--- src/rtl/octal_display_scan_pkg.sv ---
// Shared widths, FSM state type and digit-select helper for the octal display scanner.
package octal_disp_pkg;

  localparam int unsigned NUM_DIGITS = 3;
  localparam int unsigned SEG_W      = 7;

  typedef enum logic {
    S_GAP,
    S_ON
  } state_t;

  function automatic logic [NUM_DIGITS-1:0] digit_sel(input logic [1:0] idx);
    logic [NUM_DIGITS-1:0] oh;
    oh = '0;
    for (int unsigned i = 0; i < NUM_DIGITS; i++) begin
      if (idx == 2'(i)) oh[i] = 1'b1;
    end
    return oh;
  endfunction

endpackage

--- src/rtl/octal_display_scan_timer.sv ---
// Shared slot/gap timer: up-counter from zero, cleared on every state change.
module scan_timer #(
  parameter int unsigned W = 8
) (
  input  logic         clk,
  input  logic         rst_n,
  input  logic         clr,
  input  logic [W-1:0] lim,
  output logic         tc
);

  logic [W-1:0] cnt;

  always_ff @(posedge clk) begin
    if (!rst_n)   cnt <= '0;
    else if (clr) cnt <= '0;
    else          cnt <= cnt + W'(1);
  end

  assign tc = (cnt == lim);

endmodule

--- src/rtl/octal_display_scan.sv ---
// Time-multiplexes three 7-segment patterns onto a shared segment bus with
// per-frame snapshotting and an optional dead-time gap between digits.
module octal_display_scan
  import octal_disp_pkg::*;
#(
  parameter int unsigned SCAN_DIV       = 50000,
  parameter int unsigned BLANK_CYCLES   = 2,
  parameter int unsigned SEG_ACTIVE_LOW = 1,
  parameter int unsigned DIG_ACTIVE_LOW = 1
) (
  input  logic                  CLK,
  input  logic                  RST_N,
  input  logic [NUM_DIGITS-1:0] A,
  input  logic [NUM_DIGITS-1:0] B,
  input  logic [NUM_DIGITS-1:0] C,
  input  logic [NUM_DIGITS-1:0] D,
  input  logic [NUM_DIGITS-1:0] E,
  input  logic [NUM_DIGITS-1:0] F,
  input  logic [NUM_DIGITS-1:0] G,
  input  logic                  EN,
  input  logic [NUM_DIGITS-1:0] DIG_BLANK,
  output logic [SEG_W-1:0]      SEG,
  output logic [NUM_DIGITS-1:0] AN,
  output logic                  FRAME_STB
);

  localparam int unsigned CW = $clog2(SCAN_DIV + BLANK_CYCLES + 1);
  localparam logic [CW-1:0] ON_LIM  = CW'(SCAN_DIV - 1);
  localparam logic [CW-1:0] GAP_LIM = (BLANK_CYCLES == 0) ? '0 : CW'(BLANK_CYCLES - 1);
  localparam logic [SEG_W-1:0]      SEG_INV = (SEG_ACTIVE_LOW != 0) ? '1 : '0;
  localparam logic [NUM_DIGITS-1:0] DIG_INV = (DIG_ACTIVE_LOW != 0) ? '1 : '0;

  state_t                        state, state_nxt;
  logic [1:0]                    idx, idx_nxt;
  logic [NUM_DIGITS*SEG_W-1:0]   snap, snap_nxt;
  logic                          clr, load_snap, tc, gap_done;
  logic [CW-1:0]                 lim;
  logic [SEG_W-1:0]              seg_nxt;
  logic [NUM_DIGITS-1:0]         an_nxt;

  assign lim      = (state == S_ON) ? ON_LIM : GAP_LIM;
  assign gap_done = (BLANK_CYCLES == 0) || tc;

  scan_timer #(.W(CW)) u_timer (
    .clk   (CLK),
    .rst_n (RST_N),
    .clr   (clr),
    .lim   (lim),
    .tc    (tc)
  );

  always_comb begin
    state_nxt = state;
    idx_nxt   = idx;
    clr       = 1'b0;
    load_snap = 1'b0;
    unique case (state)
      S_GAP: begin
        if (gap_done) begin
          state_nxt = S_ON;
          clr       = 1'b1;
          load_snap = (idx == 2'd0);
        end
      end
      S_ON: begin
        if (tc) begin
          idx_nxt = (idx == 2'd2) ? 2'd0 : idx + 2'd1;
          clr     = 1'b1;
          // With no gap the frame boundary is crossed directly from S_ON.
          if (BLANK_CYCLES == 0) begin
            state_nxt = S_ON;
            load_snap = (idx_nxt == 2'd0);
          end else begin
            state_nxt = S_GAP;
          end
        end
      end
      default: state_nxt = S_GAP;
    endcase
  end

  // Outputs are decoded from next-state values so the registered bus matches the registered state.
  always_comb begin
    snap_nxt = snap;
    seg_nxt  = '0;
    an_nxt   = '0;
    if (load_snap) begin
      for (int unsigned d = 0; d < NUM_DIGITS; d++) begin
        snap_nxt[d*SEG_W +: SEG_W] = {G[d], F[d], E[d], D[d], C[d], B[d], A[d]};
      end
    end
    for (int unsigned d = 0; d < NUM_DIGITS; d++) begin
      if (state_nxt == S_ON && EN && idx_nxt == 2'(d) && !DIG_BLANK[d]) begin
        seg_nxt = snap_nxt[d*SEG_W +: SEG_W];
        an_nxt  = digit_sel(idx_nxt);
      end
    end
  end

  always_ff @(posedge CLK) begin
    if (!RST_N) begin
      state     <= S_GAP;
      idx       <= '0;
      snap      <= '0;
      SEG       <= SEG_INV;
      AN        <= DIG_INV;
      FRAME_STB <= 1'b0;
    end else begin
      state     <= state_nxt;
      idx       <= idx_nxt;
      snap      <= snap_nxt;
      SEG       <= seg_nxt ^ SEG_INV;
      AN        <= an_nxt ^ DIG_INV;
      FRAME_STB <= load_snap;
    end
  end

endmodule
--- config.mk ---
export PLATFORM = sky130hd
export DESIGN_NAME = octal_display_scan
export DESIGN_NICKNAME = d
export VERILOG_FILES = /design/src/rtl/octal_display_scan_pkg.sv /design/src/rtl/octal_display_scan_timer.sv /design/src/rtl/octal_display_scan.sv
export SDC_FILE = /design/constraint.sdc
export NUM_CORES = 1
export LEC_CHECK = 0
export CAP_MARGIN = 20
export CELL_PAD_IN_SITES_DETAIL_PLACEMENT = 1
export CELL_PAD_IN_SITES_GLOBAL_PLACEMENT = 2
export CORE_UTILIZATION = 35
export DETAILED_ROUTE_END_ITERATION = 10
export GPL_TIMING_DRIVEN = 0
export PLACE_DENSITY = 0.95
export REMOVE_ABC_BUFFERS = 1
export SKIP_LAST_GASP = 1
export SLEW_MARGIN = 20
export SYNTH_ARGS = -nofsm -noshare
export SYNTH_HDL_FRONTEND = slang
export SYNTH_SLANG_ARGS = --single-unit
--- constraint.sdc ---
create_clock -name CLK -period 5.8 [get_ports CLK]
set_clock_uncertainty 0.05 [all_clocks]
set_input_delay 1.45 -clock CLK [delete_from_list [all_inputs] [get_ports CLK]]
set_output_delay 1.45 -clock CLK [all_outputs]
set_load 0.01 [all_outputs]
[Yosys cells after proc, flatten, opt, wreduce, memory -nomap -nowiden]
Cells that the tools add are included.
Cells by class
  reduce and logical (&&, ||, !) cells: 13
  equality and inequality tests: 4
  multiplexer cells: 19
  bitwise logic cells: 4
  $add $sub $neg: 2
Operators by type and width (count)
  two-way mux 21 bit: 1
  two-way mux 7 bit: 3
  adder 16 x 1 -> 16 bit, second input constant: 1
  == test 16 bit: 1
  two-way mux 16 bit: 1
  two-way mux 3 bit: 3
  logical AND 1 bit: 7
  two-way mux 1 bit: 7
  NOT 7 bit: 1
  two-way mux 2 bit: 3
  == test 2 bit, second input constant: 2
  zero test 2 bit: 2
  zero test 1 bit: 3
  NOT 3 bit: 1
  adder 2 x 1 -> 2 bit, second input constant: 1
  == test 2 x 1 -> 1 bit, second input constant: 1
  NOT 1 bit: 2
  case mux 1 bit (2 select lines): 1
  OR reduction 2 bit: 1
Word-level totals
  register bits after elaboration: 51
  input bits: 27
  logic and storage cells: 49

[Depth between registers and ports, before layout]
  depth in word-level cells: 11
  mapped depth: 8
  gate-level depth less buffers: 6

[Modules after synthesis]
From an unflattened synthesis, not the netlist that was laid out.
Unflattened totals
  cell total of the unflattened synthesis: 264
  area total of the unflattened synthesis: 2361.0 µm²
Modules (own cells, without submodules)
  octal_display_scan: area each 1492.7 µm², instances 1, cells an instance 163
  scan_timer: area each 868.3 µm², instances 1, cells an instance 101

[Least setup slack after synthesis]
No wires, ideal clock.
  kind: input-to-reg
  start: input EN
  end: register SEG[5]
  stages: 6
  required time: 5.633 ns
  setup time: 0.117 ns
  path slack: 2.832 ns
  arrival time: 2.801 ns
  cells stage by stage: nor4bb_1 -> clkbuf_1 -> clkbuf_1 -> a21oi_1 -> or3_1 -> a32o_1
Between the ends
  longest elaborated chain between the ends: 7
Ends and longest elaborated chain
  from (decl): line octal_display_scan.sv:20  | input logic EN,
  logical AND 1 bit *: line octal_display_scan.sv:93  | if (state_nxt == S_ON && EN && idx_nxt == 2'(d) && !DIG_BLANK[d]) begin
  logical AND 1 bit (2 in a row): line octal_display_scan.sv:93
  two-way mux 7 bit (2 in a row): line octal_display_scan.sv:93
  two-way mux 7 bit *: line octal_display_scan.sv:93
  NOT 7 bit (no source line) *
  to (signal assigned): line octal_display_scan.sv:112  | SEG <= seg_nxt ^ SEG_INV;
  to (decl): line octal_display_scan.sv:22  | output logic [SEG_W-1:0] SEG,
Mark *: on every way between the ends. The rest lies on a longest branch, timed or not.
A chain may end at the register's enable or synchronous reset.

[Worst setup path after layout]
Same ends and word-level chain as after synthesis.

==> results.cfg <==
[global_routing]
grt_max_degree = 32
grt_util_all_layers_pct = 18.3
antenna_found_initial = 0
grt_pass1_vias = 2158
grt_first_pass_wirelength_um = 10700
grt_overflow = 0

[cells_and_area]
fillCellCount = 814
final_common_cell = dfxtp_1
nNetsFinal = 335
final_area_mm2 = 0.00304
drive_gt1_share_pct = 5.52
num_antenna_cells = 0
final_cell_mix = 51 x dfxtp_1, 37 x clkdlybuf4s50_1, 27 x nand2_1, 18 x nor2_1, 16 x nand3_1
syn2layout_area_growth_pct = 21.4

[timing]
finalSetupTns_ns = 0
min_period_ns = 3.81
setup_viol = 0
fin_crit_sh_pct = 65.7
max_freq_ghz = 0.262
whs_ns = 0.429
finalHoldViolCount = 0
rsz0062_at_grt = no
slew_violations = 0
layout_setup_ws_ns = 1.99
slew_headroom_pct = 33.9
worstMarginPinSlew_ns = 0.988

[die]
initial_core_util_pct = 36.6
io_pins = 38
die-area_mm2 = 0.00749
coreArea_mm2 = 0.00683
die_h_um = 86.6
chipWidth_um = 86.6
rows = 30

[route]
routed_wl_um = 6430
drc = 0
drtAntennaViolNets = 0
first_iter_violations = 85
first_pass_iters = 4
via_count = 2162
vias_per_cell = 5.35
avgRoutedWirePerCell_um = 15.9

[place]
place_ws_ns = 1.68
dp_hpwl_um = 4550
portBuffers = 37
placed_cell_area_mm2 = 0.00294
place_congestion = 0.788

[critical_path]
cp-end-kind = flip-flop
r2r_cells = 5
r2r-start = state
crit_type = input pin to flip-flop
worstPathMaxFanout = 7
startpoint = EN
critPathRequiredTime_ns = 5.95
critPathArrivalTime_ns = 3.96
cp-start-kind = input pin

[power]
leakage_nw = 1.08
p_per_area_mw_per_mm2 = 257
irDropWorstVdd_uv = 112

[clock_network]
clk_pin_slew_worst_paths_ns = 0.10
cts_buffers = 5
cts_setup_buffers = 0
hold_buffers = 0
clk-insertion-delay-late_ns = 0.31
cts_sinks = 51
root_buffer = clkbuf_8
cts_tree = yes
h-tree-depth = 2
cts.repair.resized = 0
clockBufferDepth = 2

[synthesis]
yosysUniqueCellTypes = 42
synthSimpleGateAreaFrac_pct = 26.2
ys_ff_latch = 51
synth-compound-area-share_pct = 22.5
synthFlopType = dfxtp_1
syn_area_per_cell_um2 = 8.87
syn-cell-area_mm2 = 0.00250
yosys.area_share.xor_xnor_pct = 5.25
synth_edf_count = 0
synth_warnings = 0
synth_top_family_by_area = simple AND/OR/NAND/NOR gates
synthArstFlopShare_pct = 0
synth_mux_area_share_pct = 0
yosys.area_share.adder_pct = 0.500
synthCells = 282
ys_seq_area_share_pct = 40.8

[min_path]
holdPathStages = 2
worstHoldStart = snap[4]
hold_class = flip-flop to flip-flop

[job]
max_cap_viol_count = 0

[outcome]
status = complete, no violations
[cell usage after synthesis (2+ instances only)]
cell type  instances  area, um2
a21boi_0          15        113
a21o_1             7       52.6
a21oi_1            7       35.0
a2bb2o_1           7       70.1
a32o_1             7       70.1
and2_1             3       18.8
and3_1             5       31.3
and4_1             9       78.8
buf_2              5       25.0
buf_4              2       15.0
clkbuf_1          13       48.8
dfxtp_1           51       1020
inv_1              8       30.0
nand2_1           27        101
nand3_1           16       80.1
nand4_1           13       81.3
nor2_1            18       67.6
nor2b_1            2       12.5
nor3_1             3       15.0
nor4_1             2       12.5
nor4bb_1           2       20.0
o21ai_0            7       35.0
o22ai_2            2       25.0
o31a_1             7       61.3
o31ai_1            7       52.6
or3_1              8       50.1
xnor2_1            8       70.1
xor2_1             7       61.3
[per-stage QoR]
stage / instances / util (%) / total power [W]
after global placement: 395 / 42.5 / 0.000553
final: 404 / 44.5 / 0.000782
after CTS: 404 / 44.5 / 0.000788
after floorplan: 262 / - / 0.000492
after detailed placement: 396 / 43.0 / 0.000561
after global routing: 404 / 44.5 / 0.000821
[state kept, by name (all words and copies together), names as in the netlist]
name	cells
AN	3
FRAME_STB	1
SEG	7
idx	2
snap	21
state	1
u_timer.cnt	16
[metal layers]
| layer | track usage, % | up-vias | share of wire, % |
|---|---|---|---|
| li1 | - | 1087 | - |
| met1 | 24.9 | 1036 | 49 |
| met2 | 30.2 | 28 | 46 |
| met3 | 2.67 | 11 | 3.0 |
| met4 | 5.61 | 0 | 1.6 |
| met5 | 0 | - | 0 |
[path summary, 6_finish.rpt]
kind	endpoint	slack (ns)
min	snap[4]	0.43
min reg2reg	snap[4]	0.43
max reg2reg	SEG[6]	2.37
max	SEG[5]	1.99
[report_power, final]
part	switching, W	leakage (nW)	total [W]	internal (W)
registers	0.0000200	0.414	0.000391	0.000371
clock network	0.000120	0.0505	0.000229	0.000109
logic	0.000103	0.620	0.000162	0.0000592
[cells by family after synthesis]
kind of cell,count (synthesis)
xor+xnor,15
fa+ha+maj,1
buf+inv,28
simple gates,116
compound gates,71
flops,51
[final cells by class]
| class | instances | area (um2) | share of cell area (%) |
|---|---|---|---|
| well taps | 96 | 120 | 3.95 |
| multi-input cells | 203 | 1390 | 45.6 |
| repair buffers | 38 | 378 | 12.4 |
| clock buffers | 7 | 96.3 | 3.17 |
| inverters | 8 | 30.0 | 0.988 |
| clock inverters | 1 | 7.51 | 0.247 |
| flip-flops and latches | 51 | 1020 | 33.6 |
[worst max-delay path: stages]
cell and delay [ns]:
clkdlybuf4s50_1 0.50, nor4bb_1 0.78, nand2_1 0.11, a31oi_1 0.45, a2bb2o_1 0.38, a32o_1 0.28
Power figures use the tool's default switching activity.
